`src/rtl/core2axi4l_pipe.sv`:
```
// Pipelined core (req/gnt/rvalid) to AXI4-Lite master bridge, up to MAX_OUTSTANDING same-direction transactions.
// Optional macro CORE2AXI4L_PIPE_REG_RESP_EN registers the core response path (+1 cycle latency).
module core2axi4l_pipe #(
  parameter int unsigned ADDR_W          = 32,
  parameter int unsigned DATA_W          = 32,
  parameter int unsigned MAX_OUTSTANDING = 4,
  parameter logic [2:0]  PROT            = 3'b000
) (
  input  logic                clk,
  input  logic                rst,
  // core side
  input  logic                core_req,
  output logic                core_gnt,
  input  logic [ADDR_W-1:0]   core_addr,
  input  logic                core_we,
  input  logic [DATA_W/8-1:0] core_be,
  input  logic [DATA_W-1:0]   core_wdata,
  output logic                core_rvalid,
  output logic [DATA_W-1:0]   core_rdata,
  output logic                core_err,
  // AXI4-Lite write address
  output logic [ADDR_W-1:0]   axi_awaddr,
  output logic [2:0]          axi_awprot,
  output logic                axi_awvalid,
  input  logic                axi_awready,
  // AXI4-Lite write data
  output logic [DATA_W-1:0]   axi_wdata,
  output logic [DATA_W/8-1:0] axi_wstrb,
  output logic                axi_wvalid,
  input  logic                axi_wready,
  // AXI4-Lite write response
  input  logic [1:0]          axi_bresp,
  input  logic                axi_bvalid,
  output logic                axi_bready,
  // AXI4-Lite read address
  output logic [ADDR_W-1:0]   axi_araddr,
  output logic [2:0]          axi_arprot,
  output logic                axi_arvalid,
  input  logic                axi_arready,
  // AXI4-Lite read data
  input  logic [DATA_W-1:0]   axi_rdata,
  input  logic [1:0]          axi_rresp,
  input  logic                axi_rvalid,
  output logic                axi_rready
);

  localparam int unsigned      CNT_W     = $clog2(MAX_OUTSTANDING + 1);
  localparam logic [CNT_W-1:0] CNT_MAX   = CNT_W'(MAX_OUTSTANDING);
  localparam logic [CNT_W-1:0] CNT_ONE   = CNT_W'(1);
  localparam logic [1:0]       RESP_OKAY = 2'b00;

  typedef enum logic {
    DIR_READ  = 1'b0,
    DIR_WRITE = 1'b1
  } dir_e;

  if (DATA_W != 32 && DATA_W != 64) begin : g_bad_data_w
    $error("core2axi4l_pipe: DATA_W must be 32 or 64");
  end
  if (MAX_OUTSTANDING < 1 || MAX_OUTSTANDING > 15) begin : g_bad_max_out
    $error("core2axi4l_pipe: MAX_OUTSTANDING must be in 1..15");
  end

  dir_e             dir_q, dir_d, req_dir;
  logic [CNT_W-1:0] cnt_q, cnt_d;
  logic             aw_done_q, aw_done_d;
  logic             w_done_q, w_done_d;

  logic             can_issue, aw_hs, w_hs, r_hs, b_hs, rd_gnt, wr_gnt;
  logic             resp_valid, resp_err;
  logic [DATA_W-1:0] resp_rdata;

  assign req_dir = core_we ? DIR_WRITE : DIR_READ;

  // Address/data are forwarded unregistered; the core holds them until gnt.
  assign axi_awaddr = core_addr;
  assign axi_araddr = core_addr;
  assign axi_wdata  = core_wdata;
  assign axi_wstrb  = core_be;
  assign axi_awprot = PROT;
  assign axi_arprot = PROT;

  // NOTE: every signal driven here gets a value on every path, otherwise synthesis infers latches.
  always_comb begin
    // Issue only against the registered count, so a response freeing a slot never allows a same-cycle grant.
    can_issue   = !rst && core_req && (cnt_q < CNT_MAX)
                  && ((cnt_q == '0) || (dir_q == req_dir));
    axi_arvalid = can_issue && !core_we;
    axi_awvalid = can_issue && core_we && !aw_done_q;
    axi_wvalid  = can_issue && core_we && !w_done_q;

    aw_hs  = axi_awvalid && axi_awready;
    w_hs   = axi_wvalid && axi_wready;
    rd_gnt = axi_arvalid && axi_arready;
    wr_gnt = can_issue && core_we && (aw_done_q || aw_hs) && (w_done_q || w_hs);
    core_gnt = rd_gnt || wr_gnt;

    axi_rready = !rst && (cnt_q != '0) && (dir_q == DIR_READ);
    axi_bready = !rst && (cnt_q != '0) && (dir_q == DIR_WRITE);
    r_hs = axi_rvalid && axi_rready;
    b_hs = axi_bvalid && axi_bready;

    resp_valid = r_hs || b_hs;
    resp_rdata = r_hs ? axi_rdata : '0;
    resp_err   = (r_hs && (axi_rresp != RESP_OKAY)) || (b_hs && (axi_bresp != RESP_OKAY));

    cnt_d = cnt_q;
    if (core_gnt && !resp_valid) begin
      cnt_d = cnt_q + CNT_ONE;
    end else if (!core_gnt && resp_valid) begin
      cnt_d = cnt_q - CNT_ONE;
    end

    dir_d     = core_gnt ? req_dir : dir_q;
    aw_done_d = core_gnt ? 1'b0 : (aw_done_q || aw_hs);
    w_done_d  = core_gnt ? 1'b0 : (w_done_q || w_hs);
  end

  // NOTE: sequential state uses non-blocking assignments so all flops update from pre-edge values.
  always_ff @(posedge clk) begin
    if (rst) begin
      cnt_q     <= '0;
      dir_q     <= DIR_READ;
      aw_done_q <= 1'b0;
      w_done_q  <= 1'b0;
    end else begin
      cnt_q     <= cnt_d;
      dir_q     <= dir_d;
      aw_done_q <= aw_done_d;
      w_done_q  <= w_done_d;
    end
  end

`ifdef CORE2AXI4L_PIPE_REG_RESP_EN
  always_ff @(posedge clk) begin
    if (rst) begin
      core_rvalid <= 1'b0;
      core_err    <= 1'b0;
    end else begin
      core_rvalid <= resp_valid;
      core_err    <= resp_err;
    end
  end

  // NOTE: read data is qualified by core_rvalid, so this register needs no reset.
  always_ff @(posedge clk) begin
    core_rdata <= resp_rdata;
  end
`else
  assign core_rvalid = resp_valid;
  assign core_rdata  = resp_rdata;
  assign core_err    = resp_err;
`endif

endmodule

```
`config.mk`:
```
export PLATFORM = sky130hd
export DESIGN_NAME = core2axi4l_pipe
export DESIGN_NICKNAME = d
export VERILOG_FILES = /design/src/rtl/core2axi4l_pipe.sv
export SDC_FILE = /design/constraint.sdc
export NUM_CORES = 1
export LEC_CHECK = 0
export CORE_AREA = 3 3 98 100
export CTS_BUF_LIST = sky130_fd_sc_hd__clkbuf_8
export DETAILED_ROUTE_END_ITERATION = 12
export DIE_AREA = 0 0 101 103
export PLACE_DENSITY = 0.66
export SETUP_SLACK_MARGIN = 0.2
export SYNTH_ARGS = -nofsm -noshare
export SYNTH_HDL_FRONTEND = slang
export SYNTH_SLANG_ARGS = --single-unit
export TNS_END_PERCENT = 50
```
`constraint.sdc`:
```
create_clock -name clk -period 3.3 [get_ports clk]
set_clock_uncertainty 0.15 [all_clocks]
set_input_delay 0.66 -clock clk [delete_from_list [all_inputs] [get_ports clk]]
set_output_delay 0.66 -clock clk [all_outputs]
set_load 0.05 [all_outputs]
```
==> metrics.csv, run 1 <==
stage,metric,value,unit
place,placed cell count,283,
route,drt first pass iters,3,
timing,Final setup violation count,0,
clocking,clock edge transition at the registers on the reported setup and hold paths,0.04,ns
synthesis,Yosys reg bits,6,
floorplan,Core Rows,34,
floorplan,die height,103,um
place,Port-buffer cells,84,
route,Vias/cell,3.65,
setup_path,RR Startpoint,cnt_q[2]$_SDFFE_PP0P_,
finish,Register Area,120,um^2
synthesis,asr flop ratio synth,0,%
power,leakage,0.000896,uW
setup_path,CP max FO,3,
finish,fill count,936,
clocking,Inserted Clock Buffers,3,
floorplan,core footprint,0.00876,mm^2
synthesis,synth top area cells,"buf_4, and2_1, dfxtp_1, a41oi_1, nor4b_4",
worst_hold_path,min-delay worst type,reg -> reg,
route,wire per inst,14.1,um
place,GPL Wtd Cong,0.759,
synthesis,"EDFF count, synth",0,
place,Post-DP HPWL,3.50,mm
finish,area taken by multi-input logic gates,584,um^2
synthesis,"Seq/Total Area, Yosys",8.23,%
timing,Final Max Slew Viols,0,
floorplan,IO Pins,259,
finish,share of cells above drive strength 1,38.7,%
worst_hold_path,Hold Startpoint,cnt_q[2]$_SDFFE_PP0P_,
clocking,TritonCTS clock tree,built,
clocking,CTS H-tree depth,1,
global_routing,number of global-route vias before repair,1133,
route,Post-DRT Antenna Nets,0,
global_routing,Tot GR Track Use,7.39,%
finish,final non-filler cell total,289,
synthesis,post-synth top area share,54.5,%
timing,Worst Max-Slew Pin Slew,0.527,ns
synthesis,Mapped Area,0.00146,mm^2
timing,fin crit share,88.1,%
run,Max-Cap Viols,0,
finish,diode count,0,
global_routing,gr ovfl total,0,
floorplan,Die ar.,0.0104,mm^2
clocking,CTS root buf,clkbuf_8,
finish,Syn-to-layout area delta,51.3,%
clocking,clk buf depth,2,
global_routing,first-pass GRT wire length,6.03,mm
setup_path,crit path launch,core_req,
synthesis,commonest cells in the netlist,"buf_4, and2_1, dfxtp_1, nor2_1, buf_2",
timing,Fin. Hold Viols,0,
synthesis,"Top FF cell, synth",dfxtp_1,
clocking,"Clk Latency, worst-skew pair",0.22,ns
setup_path,critical path class,in -> reg,
clocking,Hold Buf Count CTS,0,
setup_path,r2r worst-path depth,10,
timing,minimum clock period,2.91,ns
power,worst vdd ir,0.131,mV
setup_path,Crit path arrival time,2.91,ns
synthesis,Syn Area/Cell,7.64,um^2
route,WL final,4.07,mm
synthesis,Mapped Cells,191,
power,Cell Pwr Density,353,mW/mm^2
route,DRC viols,0,
timing,total negative setup slack,0,ns
setup_path,crit end category,flop,
timing,fmax,344,MHz
place,Placed Area,0.00211,mm^2
floorplan,width of the chip,101,um
outcome,status,finished clean,
global_routing,initial antenna violation count,0,
route,DR iter-0 viols,20,
global_routing,largest net degree at the start of global routing,13,
finish,fin nets,298,
synthesis,biggest area consumer among synthesized cells,buf_4,
clocking,clk sinks,6,
timing,Rel. slew slack,64.6,%
setup_path,Worst Path Required,3.30,ns
worst_hold_path,Hold Crit Depth,2,
route,via count,1055,
setup_path,Worst setup SP type,primary input,
timing,hold slack,0.409,ns
synthesis,"count leader, synth",buf_4,
synthesis,Netlist cell types,33,
floorplan,Starting Density,16.6,%
synthesis,Synth Warn #,0,
timing,RSZ-0062 raised after global routing,no,
finish,cell area after layout,0.00221,mm^2
## kinds of logic after synthesis
family          count (synthesis)  share of synthesized area (%)
xor+xnor                        2                           1.20
mux                             1                          0.686
other cells                     1                          0.257
compound gates                 16                           8.32
fa+ha+maj                       2                           2.23
simple gates                   51                           22.6
flops                           6                           8.23
buf+inv                       112                           56.4
## final timing paths
path,end,slack [ns]
max,cnt_q[2]$_SDFFE_PP0P_,0.39
min,cnt_q[2]$_SDFFE_PP0P_,0.41
max reg2reg,cnt_q[2]$_SDFFE_PP0P_,0.57
min reg2reg,cnt_q[2]$_SDFFE_PP0P_,0.41
## cells in the final DEF, fill, tap and decap left out, drive strengths merged, types with 2 or more instances in the layout
| cell type | netlist | final |
|---|---|---|
| buf | 110 | 49 |
| dfxtp | 6 | 6 |
| and2 | 33 | 33 |
| clkdlybuf4s50 | 0 | 43 |
| xor2 | 2 | 2 |
| clkbuf | 1 | 3 |
| conb | 1 | 6 |
| a211oi | 2 | 2 |
| a41oi | 3 | 3 |
| nor3 | 2 | 2 |
| nor2 | 6 | 6 |
| o21ai | 2 | 2 |
| or2 | 3 | 3 |
## timing repair
action / CTS / global route
resized for setup: 5 / 9
setup buffers: 2 / 0
pin swaps: 1 / 0
endpoints found under the setup margin: 23 / 34
cloned: 1 / 0
endpoints found under the hold margin: 0 / 0
## metal layers
metal	vias up	GRT usage [%]	routed length [um]
li1	479	-	-
met1	450	6.51	1170
met2	88	13.4	2110
met3	38	4.13	571
met4	0	3.99	221
met5	-	0	0
## critical path, cell delays in order
cell	delay, ns
clkdlybuf4s50_1	0.48
nor3b_4	0.20
and3_1	0.24
a22o_4	0.18
ha_4	0.14
inv_1	0.04
fa_1	0.37
xor2_1	0.16
or3_1	0.31
a21oi_1	0.13
## power breakdown
part | switching [uW] | internal (uW) | total [uW]
clock network | 28.5 | 78.1 | 107
logic | 291 | 283 | 574
registers | 15.6 | 83.0 | 98.6
total | 335 | 444 | 779
## flip-flops by register name, summed over array words and instances (netlist names)
register / cells
cnt_q: 3
aw_done_q: 1
dir_q: 1
w_done_q: 1
## through the flow
step | setup slack [ns] | power [uW] | util [%]
after CTS | 0.196 | 785 | 24.9
after global routing | 0.260 | 824 | 25.2
after global placement | 0.201 | 650 | 24.1
final | 0.392 | 779 | 25.2
after detailed placement | 0.119 | 658 | 24.1
after floorplan | 0.207 | 705 | -
## area by class of cell
| cell class | instances | share of cell area, % |
|---|---|---|
| inverter | 1 | 0.170 |
| clock buffer | 3 | 1.87 |
| timing repair buffer | 93 | 59.9 |
| tap | 108 | 6.12 |
| multi-input combinational | 78 | 26.5 |
| sequential | 6 | 5.44 |
No activity file was read; power rests on OpenSTA's default activity.
==> run 2, diff against run 1 <==
==> constraint.sdc (replaced) <==
create_clock -name clk -period 3 [get_ports clk]
set_clock_uncertainty 0.15 [all_clocks]
set_input_delay 0.6 -clock clk [delete_from_list [all_inputs] [get_ports clk]]
set_output_delay 0.6 -clock clk [all_outputs]
set_load 0.05 [all_outputs]
==> metrics.csv, run 2 (synthesized netlist as in run 1, its figures left out) <==
stage,metric,value,unit,change
outcome,status,finished clean,,unchanged
route,via count,1089,,was 1055
clocking,TritonCTS clock tree,built,,unchanged
place,GPL Wtd Cong,0.678,,was 0.759
timing,total negative setup slack,0,ns,unchanged
floorplan,core footprint,0.00876,mm^2,unchanged
finish,max reg flops,3,,unchanged
setup_path,CP max FO,7,,was 3
finish,"commonest non-fill, non-tap cells in the layout","buf_12, clkdlybuf4s50_1, and2_1, and2_4, buf_4",,"was clkdlybuf4s50_1, buf_12, and2_1, and2_4"
place,Port-buffer cells,84,,unchanged
setup_path,reg2reg setup slack,0.41,ns,was 0.57 ns
power,Sequential Power Share,12.0,%,was 12.7%
floorplan,Core Rows,34,,unchanged
power,Cell Pwr Density,393,mW/mm^2,was 353 mW/mm^2
timing,RSZ-0062 raised after global routing,no,,unchanged
worst_hold_path,Hold Crit Depth,2,,unchanged
clocking,clk sinks,6,,unchanged
timing,minimum clock period,2.75,ns,
route,DRC viols,0,,unchanged
route,drt first pass iters,4,,was 3
run,Max-Cap Viols,0,,unchanged
power,sw frac,42.6,%,was 43.0%
finish,area taken by multi-input logic gates,619,um^2,was 584 um^2
floorplan,IO Pins,259,,unchanged
setup_path,r2r worst-path depth,10,,unchanged
route,wire per inst,14.3,um,was 14.1 um
timing,Final Max Slew Viols,0,,unchanged
global_routing,number of global-route vias before repair,1104,,was 1133
clocking,clock edge transition at the registers on the reported setup and hold paths,0.04,ns,about the same
setup_path,Crit path arrival time,2.00,ns,was 2.91 ns
power,leakage,0.000955,uW,was 0.000896 uW
worst_hold_path,Hold Startpoint,aw_done_q$_SDFF_PP0_,,was cnt_q[2]$_SDFFE_PP0P_
power,internal power,527,uW,was 444 uW
route,WL final,4.24,mm,was 4.07 mm
timing,Fin. Hold Viols,0,,unchanged
finish,register bank with the most flops,cnt_q,,unchanged
finish,fin nets,306,,was 298
worst_hold_path,min-delay worst type,reg -> reg,,unchanged
finish,Register Area,120,um^2,unchanged
timing,hold slack,0.438,ns,was 0.409 ns
clocking,CTS root buf,clkbuf_8,,unchanged
timing,fmax,364,MHz,
global_routing,initial antenna violation count,1,,was 0
place,placed cell count,286,,was 283
finish,final non-filler cell total,297,,was 289
global_routing,Tot GR Track Use,7.63,%,was 7.39%
power,Power Total,920,uW,was 779 uW
global_routing,largest net degree at the start of global routing,17,,was 13
power,worst vdd ir,0.204,mV,was 0.131 mV
timing,fin crit share,91.5,%,
place,Post-DP HPWL,3.22,mm,was 3.50 mm
setup_path,critical path class,in -> out,,was in -> reg
clocking,"Clk Latency, worst-skew pair",0.23,ns,was 0.22 ns
floorplan,die height,103,um,unchanged
global_routing,gr ovfl total,0,,unchanged
finish,Util after Layout,26.7,%,was 25.2%
floorplan,Die ar.,0.0104,mm^2,unchanged
floorplan,Starting Density,16.6,%,unchanged
clocking,clk buf depth,2,,unchanged
timing,Final setup violation count,0,,unchanged
route,DR iter-0 viols,26,,was 20
setup_path,crit end category,output pin,,was flop
floorplan,width of the chip,101,um,unchanged
clocking,Inserted Clock Buffers,3,,unchanged
power,Clk pwr share,13.6,%,was 13.7%
power,Sw Pwr,392,uW,was 335 uW
finish,share of cells above drive strength 1,47.1,%,was 38.7%
route,Vias/cell,3.67,,was 3.65
power,Comb power frac,74.4,%,was 73.7%
finish,fill count,916,,was 936
setup_path,Worst setup SP type,primary input,,unchanged
setup_path,Worst Path Required,2.25,ns,was 3.30 ns
finish,diode count,0,,unchanged
route,Post-DRT Antenna Nets,0,,unchanged
setup_path,R2R Path End,cnt_q[2]$_SDFFE_PP0P_,,unchanged
worst_hold_path,Hold EP,w_done_q$_SDFF_PP0_,,was cnt_q[2]$_SDFFE_PP0P_
global_routing,first-pass GRT wire length,6.21,mm,was 6.03 mm
setup_path,RR Startpoint,cnt_q[2]$_SDFFE_PP0P_,,unchanged
clocking,CTS H-tree depth,1,,unchanged
finish,Syn-to-layout area delta,60.5,%,was 51.3%
run 2: critical path, cell delays in order:
cell and delay (ns):
clkdlybuf4s50_1 0.61, and3b_2 0.26, a22o_4 0.24, buf_4 0.14, buf_12 0.14
run 2: through the flow:
| step | cell area [um^2] | setup WS [ns] |
|---|---|---|
| after floorplan | 1520 | 0.0621 |
| after CTS | 2330 | 0.207 |
| after global placement | 2130 | 0.0137 |
| final | 2340 | 0.254 |
| after detailed placement | 2130 | -0.0493 |
| after global routing | 2340 | 0.217 |
run 2: area by class of cell:
type,instances,area share (%)
Clock buffer,3,1.76
Inverter,1,0.160
Multi-Input combinational cell,78,26.4
Sequential cell,6,5.13
Tap cell,108,5.77
Timing Repair Buffer,101,60.7
run 2: per-layer routing:
layer | GRT usage (%) | vias up | wire [um]
met5 | 0 | - | 7
met4 | 3.78 | 2 | 144
met3 | 4.33 | 23 | 621
met2 | 11.3 | 79 | 1900
met1 | 8.83 | 489 | 1570
li1 | - | 496 | -
run 2: worst max path at each step:
stage                                        to  cells past startpoint  slack [ns]     start
after global routing             core_rdata[31]                      8        0.22       rst
after detailed placement  cnt_q[2]$_SDFFE_PP0P_                     11       -0.05       rst
after global placement    cnt_q[2]$_SDFFE_PP0P_                     11        0.01       rst
after CTS                           axi_awvalid                      6        0.21  core_req
after floorplan           cnt_q[2]$_SDFFE_PP0P_                     10        0.06       rst
final                                  core_gnt                      5        0.25   core_we
run 2: power groups by stage:
stage,Clock [uW],Combinational [uW],Sequential [uW]
2_1_floorplan,0,672,106
3_5_place_dp,0,612,111
5_1_grt,131,717,113
3_3_place_gp,0,606,110
4_1_cts,128,684,109
6_report,125,684,111
run 2: timing repair:
item	in CTS	in global routing
endpoints found under the setup margin	35	3
hold buffers	0	0
pin swaps	1	0
gates resized for setup	24	4
cloned	2	0
setup buffers	6	0
==> run 3, diff against run 2 <==
--- a/config.mk
+++ b/config.mk
@@ -11,6 +11,7 @@
 export DIE_AREA = 0 0 101 103
 export PLACE_DENSITY = 0.66
 export SETUP_SLACK_MARGIN = 0.2
+export SKIP_LAST_GASP = 1
 export SYNTH_ARGS = -nofsm -noshare
 export SYNTH_HDL_FRONTEND = slang
 export SYNTH_SLANG_ARGS = --single-unit
==> results of run 3 <==
Final layout, timing and power as in run 2 (identical DEF).
